File: config.mk
export PLATFORM = sky130hd
export DESIGN_NAME = fetch_pc_gen_flat
export DESIGN_NICKNAME = d
export VERILOG_FILES = /design/src/rtl/fetch_pc_gen_pkg.sv /design/src/rtl/fetch_pc_gen_if.sv /design/src/rtl/fetch_pc_gen_pred_slot_select.sv /design/src/rtl/fetch_pc_gen.sv /design/src/flat_wrapper.sv
export SDC_FILE = /design/constraint.sdc
export NUM_CORES = 1
export LEC_CHECK = 0
export CAP_MARGIN = 40
export CORE_AREA = 2 2 162 164
export DETAILED_ROUTE_END_ITERATION = 10
export DIE_AREA = 0 0 164 166
export GPL_TIMING_DRIVEN = 0
export MAX_ROUTING_LAYER = met4
export PLACE_DENSITY = 0.66
export REMOVE_ABC_BUFFERS = 1
export SETUP_SLACK_MARGIN = 0.02
export SYNTH_ARGS = -nofsm -noshare
export SYNTH_HDL_FRONTEND = slang
export SYNTH_SLANG_ARGS = --single-unit
File: constraint.sdc
create_clock -name clk -period 2.2 [get_ports clk]
set_input_delay 0.22 -clock clk [delete_from_list [all_inputs] [get_ports clk]]
set_output_delay 0.22 -clock clk [all_outputs]
set_load 0.05 [all_outputs]
File: src/rtl/fetch_pc_gen_pkg.sv
// Shared definitions for the IF-stage next-PC generator: group geometry,
// checkpoint width, reset vector and the delay-slot tracking states.
package fetch_pc_gen_pkg;

    localparam int          SINGLE_WORD  = 32;           // one instruction word
    localparam int          SLOTS        = 4;            // words per fetch group
    localparam int          GHT_CKPT_W   = 36;           // dest[31:2], ghr, counter
    localparam logic [31:0] RESET_PC_DEF = 32'hBFC00000;

    // NORMAL: free to follow predictions. WAIT_DS: the previous group ended
    // on a taken branch in slot 3, so this group only carries its delay slot.
    typedef enum logic {
        NORMAL  = 1'b0,
        WAIT_DS = 1'b1
    } fetch_state_e;

    // Address of the next sequential fetch group (wraps silently at the top).
    function automatic logic [SINGLE_WORD-1:0] next_group(input logic [SINGLE_WORD-1:0] pc);
        return {pc[SINGLE_WORD-1:4] + 28'd1, 4'b0000};
    endfunction

endpackage

File: src/rtl/fetch_pc_gen_if.sv
// Fetch-side bus of the PC generator: request handshake, prediction lookup,
// backend redirect and the registered fetch-group descriptor.
interface fetch_pc_gen_if
    import fetch_pc_gen_pkg::*;
#(
    parameter int CKPT_W = GHT_CKPT_W
);
    logic                          inst_req_o;
    logic                          inst_index_ok_i;
    logic [SINGLE_WORD-1:0]        pcr_vaddr_o;
    logic [SLOTS-1:0]              pred_take_i;
    logic [SLOTS*SINGLE_WORD-1:0]  pred_dest_i;
    logic [SLOTS*CKPT_W-1:0]       pred_ckpt_i;
    logic                          redirect_i;
    logic [SINGLE_WORD-1:0]        redirect_vaddr_i;
    logic                          grp_valid_o;
    logic [SINGLE_WORD-1:0]        grp_vaddr_o;
    logic [SLOTS-1:0]              grp_mask_o;
    logic                          grp_take_o;
    logic [1:0]                    grp_take_slot_o;
    logic [CKPT_W-1:0]             grp_ckpt_o;

    // PC generator side
    modport master (
        output inst_req_o, pcr_vaddr_o,
               grp_valid_o, grp_vaddr_o, grp_mask_o, grp_take_o, grp_take_slot_o, grp_ckpt_o,
        input  inst_index_ok_i, pred_take_i, pred_dest_i, pred_ckpt_i,
               redirect_i, redirect_vaddr_i
    );

    // Environment side (cache, predictors, backend, next IF stage)
    modport slave (
        input  inst_req_o, pcr_vaddr_o,
               grp_valid_o, grp_vaddr_o, grp_mask_o, grp_take_o, grp_take_slot_o, grp_ckpt_o,
        output inst_index_ok_i, pred_take_i, pred_dest_i, pred_ckpt_i,
               redirect_i, redirect_vaddr_i
    );
endinterface

File: src/rtl/fetch_pc_gen_pred_slot_select.sv
// Combinational slot picker: from the group start slot, per-slot taken
// predictions and the delay-slot state, find the first predicted-taken
// valid slot and the mask of slots the group actually executes.
module fetch_pc_gen_pred_slot_select
    import fetch_pc_gen_pkg::*;
(
    input  logic [1:0]       start_slot_i,
    input  logic [SLOTS-1:0] take_i,
    input  logic             wait_ds_i,
    output logic [1:0]       slot_o,
    output logic             found_o,
    output logic [SLOTS-1:0] mask_o
);
    logic [SLOTS-1:0] valid;
    logic [SLOTS-1:0] hit;

    generate
        for (genvar gi = 0; gi < SLOTS; gi++) begin : g_slot
            localparam logic [2:0] SLOT_IDX = 3'(gi);
            // Slots before the entry point are not part of this fetch; in
            // WAIT_DS only the delay slot itself is.
            assign valid[gi] = (SLOT_IDX >= {1'b0, start_slot_i}) &&
                               (!wait_ds_i || SLOT_IDX == {1'b0, start_slot_i});
            // Predictions are ignored while fetching a lone delay slot.
            assign hit[gi]   = valid[gi] && take_i[gi] && !wait_ds_i;
            // A taken branch keeps its delay slot (slot j+1) and drops the rest.
            assign mask_o[gi] = valid[gi] &&
                                (!found_o || SLOT_IDX <= ({1'b0, slot_o} + 3'd1));
        end
    endgenerate

    // Priority pick of the lowest hitting slot.
    always_comb begin
        found_o = 1'b0;
        slot_o  = 2'd0;
        for (int i = SLOTS - 1; i >= 0; i--) begin
            if (hit[i]) begin
                found_o = 1'b1;
                slot_o  = 2'(i);
            end
        end
    end
endmodule

File: src/rtl/fetch_pc_gen.sv
// IF-stage next-PC generator: holds the PCR, issues the fetch request,
// follows branch predictions (tracking a slot-3 branch whose delay slot lies
// in the next group) and registers the accepted fetch-group descriptor.
module fetch_pc_gen
    import fetch_pc_gen_pkg::*;
#(
    parameter logic [31:0] RESET_PC = RESET_PC_DEF,
    parameter int          CKPT_W   = GHT_CKPT_W
)(
    input  logic           clk,
    input  logic           rst,
    fetch_pc_gen_if.master bus
);
    fetch_state_e           state_q, state_d;
    logic [SINGLE_WORD-1:0] pcr_q, pcr_d;
    logic [SINGLE_WORD-1:0] pending_q, pending_d;
    logic                   req_en_q, req_en_d;
    logic                   grp_valid_q, grp_valid_d;
    logic [SINGLE_WORD-1:0] grp_vaddr_q, grp_vaddr_d;
    logic [SLOTS-1:0]       grp_mask_q, grp_mask_d;
    logic                   grp_take_q, grp_take_d;
    logic [1:0]             grp_slot_q, grp_slot_d;
    logic [CKPT_W-1:0]      grp_ckpt_q, grp_ckpt_d;

    logic [1:0]             sel_slot;
    logic                   sel_found;
    logic [SLOTS-1:0]       sel_mask;
    logic                   handshake;

    fetch_pc_gen_pred_slot_select u_sel (
        .start_slot_i (pcr_q[3:2]),
        .take_i       (bus.pred_take_i),
        .wait_ds_i    (state_q == WAIT_DS),
        .slot_o       (sel_slot),
        .found_o      (sel_found),
        .mask_o       (sel_mask)
    );

    // The request is suppressed for the first cycle out of reset and
    // whenever the backend is redirecting.
    assign bus.inst_req_o      = req_en_q && !rst && !bus.redirect_i;
    assign handshake           = bus.inst_req_o && bus.inst_index_ok_i;
    assign bus.pcr_vaddr_o     = pcr_q;
    assign bus.grp_valid_o     = grp_valid_q;
    assign bus.grp_vaddr_o     = grp_vaddr_q;
    assign bus.grp_mask_o      = grp_mask_q;
    assign bus.grp_take_o      = grp_take_q;
    assign bus.grp_take_slot_o = grp_slot_q;
    assign bus.grp_ckpt_o      = grp_ckpt_q;

    // Next-PC selection: redirect, stall, delay-slot group, taken branch, sequential.
    always_comb begin
        state_d     = state_q;
        pcr_d       = pcr_q;
        pending_d   = pending_q;
        req_en_d    = 1'b1;
        grp_valid_d = 1'b0;
        grp_vaddr_d = '0;
        grp_mask_d  = '0;
        grp_take_d  = 1'b0;
        grp_slot_d  = 2'd0;
        grp_ckpt_d  = '0;

        if (bus.redirect_i) begin
            pcr_d     = bus.redirect_vaddr_i;
            state_d   = NORMAL;
            pending_d = '0;
        end else if (handshake) begin
            grp_valid_d = 1'b1;
            grp_vaddr_d = pcr_q;
            grp_mask_d  = sel_mask;
            if (state_q == WAIT_DS) begin
                pcr_d     = pending_q;
                pending_d = '0;
                state_d   = NORMAL;
            end else if (sel_found) begin
                grp_take_d = 1'b1;
                grp_slot_d = sel_slot;
                grp_ckpt_d = bus.pred_ckpt_i[CKPT_W*int'(sel_slot) +: CKPT_W];
                if (sel_slot == 2'd3) begin
                    // Delay slot sits in the next group; park the target.
                    pcr_d     = next_group(pcr_q);
                    pending_d = bus.pred_dest_i[SINGLE_WORD*3 +: SINGLE_WORD];
                    state_d   = WAIT_DS;
                end else begin
                    pcr_d = bus.pred_dest_i[SINGLE_WORD*int'(sel_slot) +: SINGLE_WORD];
                end
            end else begin
                pcr_d = next_group(pcr_q);
            end
        end
    end

    // State, PCR and descriptor registers.
    always_ff @(posedge clk) begin
        if (rst) begin
            state_q     <= NORMAL;
            pcr_q       <= RESET_PC;
            pending_q   <= '0;
            req_en_q    <= 1'b0;
            grp_valid_q <= 1'b0;
            grp_vaddr_q <= '0;
            grp_mask_q  <= '0;
            grp_take_q  <= 1'b0;
            grp_slot_q  <= 2'd0;
            grp_ckpt_q  <= '0;
        end else begin
            state_q     <= state_d;
            pcr_q       <= pcr_d;
            pending_q   <= pending_d;
            req_en_q    <= req_en_d;
            grp_valid_q <= grp_valid_d;
            grp_vaddr_q <= grp_vaddr_d;
            grp_mask_q  <= grp_mask_d;
            grp_take_q  <= grp_take_d;
            grp_slot_q  <= grp_slot_d;
            grp_ckpt_q  <= grp_ckpt_d;
        end
    end
endmodule

File: src/flat_wrapper.sv
// flat-port wrapper written by rule: the top's interface ports become plain ports
module fetch_pc_gen_flat import fetch_pc_gen_pkg::*;
#(
    parameter logic [31:0] RESET_PC = RESET_PC_DEF,
    parameter int          CKPT_W   = GHT_CKPT_W
)
  (clk, rst, bus_inst_req_o, bus_pcr_vaddr_o, bus_grp_valid_o, bus_grp_vaddr_o, bus_grp_mask_o, bus_grp_take_o, bus_grp_take_slot_o, bus_grp_ckpt_o, bus_inst_index_ok_i, bus_pred_take_i, bus_pred_dest_i, bus_pred_ckpt_i, bus_redirect_i, bus_redirect_vaddr_i);
  fetch_pc_gen_if #(.CKPT_W(CKPT_W)) bus_i ();
  input  logic clk;
  input  logic rst;
  output wire logic [$bits(bus_i.inst_req_o)-1:0] bus_inst_req_o;
  output wire logic [$bits(bus_i.pcr_vaddr_o)-1:0] bus_pcr_vaddr_o;
  output wire logic [$bits(bus_i.grp_valid_o)-1:0] bus_grp_valid_o;
  output wire logic [$bits(bus_i.grp_vaddr_o)-1:0] bus_grp_vaddr_o;
  output wire logic [$bits(bus_i.grp_mask_o)-1:0] bus_grp_mask_o;
  output wire logic [$bits(bus_i.grp_take_o)-1:0] bus_grp_take_o;
  output wire logic [$bits(bus_i.grp_take_slot_o)-1:0] bus_grp_take_slot_o;
  output wire logic [$bits(bus_i.grp_ckpt_o)-1:0] bus_grp_ckpt_o;
  input wire logic [$bits(bus_i.inst_index_ok_i)-1:0] bus_inst_index_ok_i;
  input wire logic [$bits(bus_i.pred_take_i)-1:0] bus_pred_take_i;
  input wire logic [$bits(bus_i.pred_dest_i)-1:0] bus_pred_dest_i;
  input wire logic [$bits(bus_i.pred_ckpt_i)-1:0] bus_pred_ckpt_i;
  input wire logic [$bits(bus_i.redirect_i)-1:0] bus_redirect_i;
  input wire logic [$bits(bus_i.redirect_vaddr_i)-1:0] bus_redirect_vaddr_i;
  assign bus_inst_req_o = bus_i.inst_req_o;
  assign bus_pcr_vaddr_o = bus_i.pcr_vaddr_o;
  assign bus_grp_valid_o = bus_i.grp_valid_o;
  assign bus_grp_vaddr_o = bus_i.grp_vaddr_o;
  assign bus_grp_mask_o = bus_i.grp_mask_o;
  assign bus_grp_take_o = bus_i.grp_take_o;
  assign bus_grp_take_slot_o = bus_i.grp_take_slot_o;
  assign bus_grp_ckpt_o = bus_i.grp_ckpt_o;
  assign bus_i.inst_index_ok_i = bus_inst_index_ok_i;
  assign bus_i.pred_take_i = bus_pred_take_i;
  assign bus_i.pred_dest_i = bus_pred_dest_i;
  assign bus_i.pred_ckpt_i = bus_pred_ckpt_i;
  assign bus_i.redirect_i = bus_redirect_i;
  assign bus_i.redirect_vaddr_i = bus_redirect_vaddr_i;
  fetch_pc_gen #(.RESET_PC(RESET_PC), .CKPT_W(CKPT_W)) u_core (.clk(clk), .rst(rst), .bus(bus_i));
endmodule
**After elaboration in Yosys (flattened, before gate mapping)**

Index checks and enable logic that the tools add are counted.

- Register bits after elaboration: 142
- Input bits: 312
- Output and inout port bits: 109
- Logic and storage cells: 89

- Add/subtract/negate cells: 2
- Multipliers: 1
- $lt $le $gt $ge: 7
- Eq/ne operators: 4
- Shifts and indexed selects: 2
- Mux-type cells: 22
- Bitwise gates (word level): 2
- Reductions and logical operators: 39

Operator list:

| kind | count |
|---|---|
| $mux 32 | 8 |
| $shiftx 144x32->36 | 1 |
| $shiftx 128x8->32 | 1 |
| $add 28x1->28 const B | 1 |
| $logic_and 1x1->1 | 18 |
| $mux 1 | 10 |
| $logic_or 1x1->1 | 8 |
| $mux 2 | 4 |
| $le 1x3->1 const A | 2 |
| $le 2x3->1 const A | 2 |
| $mul 4x2->6 const A | 1 |
| $reduce_bool 2->1 | 3 |
| $reduce_or 5->1 | 1 |
| $eq 2x2->1 const A | 2 |
| $ge 1x2->1 const A | 2 |
| $logic_not 1->1 | 4 |
| $reduce_or 4->1 | 1 |
| $add 2x1->3 const B | 1 |
| $reduce_and 3->1 | 1 |
| $reduce_or 3->1 | 1 |
| $eq 1x2->1 const A | 1 |
| $eq 2x2->1 const B | 1 |
| $ge 2x2->1 const A | 1 |
| $logic_not 2->1 | 1 |
| other kinds (2) | 3 |

**Longest topological paths before layout**

- Word-level depth: 14
- Gate-level depth with buffers: 10
- Mapped depth without buffers: 8

**Modules after synthesis**

A second synthesis with hierarchy kept.

- Cell total of the unflattened synthesis: 775
- Area, all modules: 7,375.8 µm²

By module, submodules not included:

| module | times used | cells an instance | area an instance (µm²) | seq. area each (µm²) |
|---|---|---|---|---|
| fetch_pc_gen | 1 | 757 | 7,265.7 | 2,842.7 |
| fetch_pc_gen_pred_slot_select | 1 | 18 | 110.1 | 0.0 |

**Worst setup path before layout**

Ideal clock, no wire load.

- Path kind: register to register
- From: reg u_core.pcr_q[4] (netlist: u_core.bus.pcr_vaddr_o[4])
- To: reg u_core.pcr_q[26] (netlist: u_core.bus.pcr_vaddr_o[26])
- Setup time: 0.116 ns
- Data arrival time: 2.377 ns
- Data required time: 2.084 ns
- Slack: -0.293 ns
- Cell stages (with the launch flop): 9
- Buffers on the path: 1
- Clock period less this slack: 2.493 ns
- Cell sequence: dfxtp_1 ha_1 and4_1 clkbuf_2 nand3_2 nor4_1 xor2_1 a311o_1 a31o_2

- Word-level cells in the longest chain between the ends: 6

Ends and longest elaborated chain:

| item | line | text |
|---|---|---|
| start, declared | fetch_pc_gen.sv:15 | `logic [SINGLE_WORD-1:0] pcr_q, pcr_d;` |
| start signal, assigned | fetch_pc_gen.sv:109 | `pcr_q <= pcr_d;` |
| $add 28x1->28 (*) | fetch_pc_gen_pkg.sv:19 | `return {pc[SINGLE_WORD-1:4] + 28'd1, 4'b0000};` |
| $mux 32 | fetch_pc_gen.sv:80 | `if (sel_slot == 2'd3) begin` |
| $mux 32 (*) | fetch_pc_gen.sv:76 | `end else if (sel_found) begin` |
| $mux 32 (*) | fetch_pc_gen.sv:72 | `if (state_q == WAIT_DS) begin` |
| $mux 32 (*) | fetch_pc_gen.sv:68 | `end else if (handshake) begin` |
| $mux 32 (*) | fetch_pc_gen.sv:64 | `if (bus.redirect_i) begin` |

Mark *: on every way between the ends. The rest lies on a longest branch, timed or not. The select of a mux whose other input is x is not followed.
A chain may end at the register's enable or synchronous reset.

**Final worst setup path**

- From: reg u_core.pcr_q[3] (netlist: u_core.bus.pcr_vaddr_o[3])
- To: reg u_core.pcr_q[29] (netlist: u_core.bus.pcr_vaddr_o[29])

- Word-level cells in the longest chain between the ends: 14
- Elaborated cells between the ends (all ways): 37
- Those cells by class: order compare (3); eq/ne (4); shift (1); mux (13); reduce/logical (16)

Ends and longest elaborated chain:

| item | line | text |
|---|---|---|
| $eq 2x2->1 | fetch_pc_gen_pred_slot_select.sv:23 | `(!wait_ds_i \|\| SLOT_IDX == {1'b0, start_slot_i});` |
| $logic_or 1x1->1 | fetch_pc_gen_pred_slot_select.sv:23 |  |
| $logic_and 1x1->1 (on tied branches) | fetch_pc_gen_pred_slot_select.sv:25, fetch_pc_gen_pred_slot_select.sv:22 |  |
| $logic_and 1x1->1 | fetch_pc_gen_pred_slot_select.sv:25 | `assign hit[gi] = valid[gi] && take_i[gi] && !wait_ds_i;` |
| $mux 2 or $logic_and 1x1->1 (tied branches) | fetch_pc_gen_pred_slot_select.sv:37, fetch_pc_gen_pred_slot_select.sv:25 |  |
| $mux 2 (3 in series) | fetch_pc_gen_pred_slot_select.sv:37 | `if (hit[i]) begin` |
| $shiftx 128x8->32 or $eq 2x2->1 (tied branches) | fetch_pc_gen.sv:86, fetch_pc_gen.sv:80 |  |
| $mux 32 | fetch_pc_gen.sv:80 |  |
| $mux 32 (*) | fetch_pc_gen.sv:76 |  |
| $mux 32 (*) | fetch_pc_gen.sv:72 |  |
| $mux 32 (*) | fetch_pc_gen.sv:68 |  |
| $mux 32 (*) | fetch_pc_gen.sv:64 |  |

Marked as above.

==> results.yml <==
outcome:
  status: "finished, final reports clean"
global_routing:
  track_usage_pct: 27.84
  grt_start_max_net_pins: 50
  gr-total-overflow: 0
  antenna_found_initial: 5
  grt_pass1_wl_mm: 54.60
  grt_pass1_vias: 9088
floorplanning:
  die_w_um: 164
  start_util_pct: 28.77
  die_area_um2: 27220
  std_cell_rows: 59
  io_pins: 421
  die-height_um: 166
  core-area_um2: 25620
clocking:
  cts_sinks: 142
  cts_made_buffers: 17
  holdBufCountCts: 0
  cts_tree: "done"
  insertion_delay_ns: 0.43
  htreeDepth: 4
  cts_buffer_depth: 2
  clk_pin_slew_worst_paths_ns: 0.07
  cts_root_buffer: "clkbuf_16"
critical_path:
  r2r_end: "u_core.bus.pcr_vaddr_o[29]"
  cp_num_buf_inv: 1
  end_kind: "register"
  crit_path_end: "u_core.bus.pcr_vaddr_o[29]"
  ff2ff_path_depth: 7
  path_delay_family: "compound AO/OA/AOI/OAI gates"
  required_ns: 2.48
  cp_cell_sequence: "and2_1, o21a_4, o21a_4, buf_12, nor2_1, a221oi_2, a32oi_1"
  cp.arrival_ns: 2.43
  cp_slowest_cell: "dfxtp_4"
  startpoint_type: "register"
  cp.depth: 7
  path_common_cell: "o21a_4"
  critPathKind: "reg2reg"
  cpPeakStageDelay_ns: 0.49
  critPathLaunch: "u_core.bus.pcr_vaddr_o[3]"
  r2r_slack_ns: 0.05
  cp_max_fo: 28
  r2r-start: "u_core.bus.pcr_vaddr_o[3]"
synthesis:
  netlist.area_leader.share_pct: 38.57
  yosysWarningCount: 0
  synthTopCellsByArea: "dfxtp_1 (39%), nand2_1 (10%), nand3_1 (5.9%)"
  synthesis.area_um2: 7371
  synth-main-ff-cell: "dfxtp_1"
  avgSynthCellArea_um2: 7.702
  synth_cell_type_count: 64
  synth_edf_count: 0
  synth_most_common_cell: "nand2_1"
  synthCells: 957
  ys_top_cells_by_count: "nand2_1 (198), dfxtp_1 (142), nand3_1 (87)"
  async_flop_share_pct: 0
  yosysTopAreaCell: "dfxtp_1"
  ys_ff_latch: 142
  ys_seq_area_share_pct: 38.57
pwr:
  switching_share_pct: 31.05
  seqPwrFrac_pct: 33.3
  power_density_nw_per_um2: 623.3
  p_switching_mw: 2.587
  p_total_mw: 8.334
  power.leakage_nw: 5.253
  pwr-share-clk_pct: 38.2
  combPwrFrac_pct: 28.5
  p_int_mw: 5.746
  vdd_drop_max_uv: 395.4
layout:
  syn2layout_area_growth_pct: 81.40
  fill_cells: 2463
  final_util_pct: 52.20
  nets: 1679
  drive_above_1_share_pct: 11.10
route:
  drt-pass1-iter-count: 5
  dr_total_vias: 9213
  first_iter_violations: 700
  wl_per_cell_um: 22.49
  drc: 0
  vias_per_cell: 5.363
  ant_nets: 0
  totalWireLength_mm: 38.65
sta:
  max_freq_ghz: 0.4643
  hold_viol: 0
  finalCritPeriodShare_pct: 97.89
  period_minus_slack_ns: 2.154
  fin_tns_setup_ns: 0
  skew_ns: 0.01557
  rsz0062_at_grt: "yes"
  slew_violations: 0
  setup_violations: 0
  tightest_slew_ns: 0.7121
  relSlewSlack_pct: 52.43
placed_design:
  portBuffers: 420
  dp_hpwl_mm: 25.86
  place.gp.congestion: 0.8793
flow_run:
  max-cap-violations: 0
worst_hold_path:
  hold_class: "in2reg"
-- cell families after synthesis --
group	share of synthesized area [%]
AO/OA/AOI/OAI	22.46
XOR/XNOR	2.733
adder cells (fa/ha/maj)	0.1697
buffers and inverters	5.585
flip-flops	38.57
multiplexers	1.086
AND/OR/NAND/NOR	29.40
-- flip-flops by register name, indices dropped and copies added (netlist names) --
signal                      count
u_core.bus.grp_valid_o          1
u_core.bus.pcr_vaddr_o         32
u_core.bus.grp_ckpt_o          36
u_core.state_q                  1
u_core.bus.grp_take_o           1
u_core.bus.grp_vaddr_o         32
u_core.req_en_q                 1
u_core.bus.grp_take_slot_o      2
u_core.bus.grp_mask_o           4
u_core.pending_q               32
-- through the flow --
| stage | setup WS, ns | instance area, µm² | instances | hold WS (ns) |
|---|---|---|---|---|
| after floorplan | -3.107 | 6993 | 871 | 0.2891 |
| after global placement | -8.214 | 11620 | 1626 | 0.4472 |
| after detailed placement | -1.824 | 11970 | 1643 | 0.4488 |
| after CTS | 0.01464 | 13210 | 1705 | 0.2009 |
| after global routing | 0.004233 | 13370 | 1718 | 0.1135 |
| final | 0.04639 | 13370 | 1718 | 0.1098 |
-- layout make-up --
cell class                 instances  area (µm²)  area share, %
multi-input combinational        724        4429          33.13
tap                              335       419.2          3.135
clock inverter                    13       187.7          1.404
clock buffer                      18       439.2          3.285
sequential                       142        2870          21.47
inverter                           9       42.54         0.3182
timing repair buffer             472        4970          37.17
antenna                            5       12.51        0.09358
-- how the worst min path moves through the flow --
stage	start	endpoint	slack (ns)	depth (start not counted)
after floorplan	rst	u_core.bus.pcr_vaddr_o[11]	0.29	1
after global placement	u_core.pending_q[19]	u_core.pending_q[19]	0.45	1
after detailed placement	u_core.pending_q[19]	u_core.pending_q[19]	0.45	1
after CTS	bus_redirect_i	u_core.state_q	0.20	2
after global routing	bus_redirect_i	u_core.state_q	0.11	2
final	bus_redirect_i	u_core.state_q	0.11	2
-- repair_timing --
item	in CTS	in global routing
endpoints found under the setup margin	140	51
buffers inserted	25	7
pin swaps	8	6
resized for setup	72	24
cloned	6	1
-- power by group through the flow --
stage,clock network (mW),logic (mW),registers (mW)
after floorplan,0,0.707,3.06
after global placement,0,2.07,2.83
after detailed placement,0,2.12,2.83
after CTS,3.22,2.32,2.78
after global routing,3.34,2.51,2.79
final,3.18,2.37,2.78
-- placed cells by master (no fill, tap or decap), drive strengths merged, types with 12 or more instances in the layout --
master,Yosys,final
o22ai,17,17
o21ai,40,40
a31oi,12,12
nand2,198,198
clkdlybuf4s50,0,413
nor2,31,31
nor3,16,16
nand3,89,89
dfxtp,142,142
and2,32,32
xnor2,14,14
and3,42,43
a22o,36,36
a21oi,57,57
clkbuf,47,19
buf,39,50
-- routing by layer --
layer	up-vias	wire length (µm)	track usage, %
li1	4263	-	-
met1	4369	15210	31.74
met4	0	1319	13.23
met2	502	18710	45.58
met5	-	0	-
met3	79	3406	6.843
(Power assumes the default switching activity.)
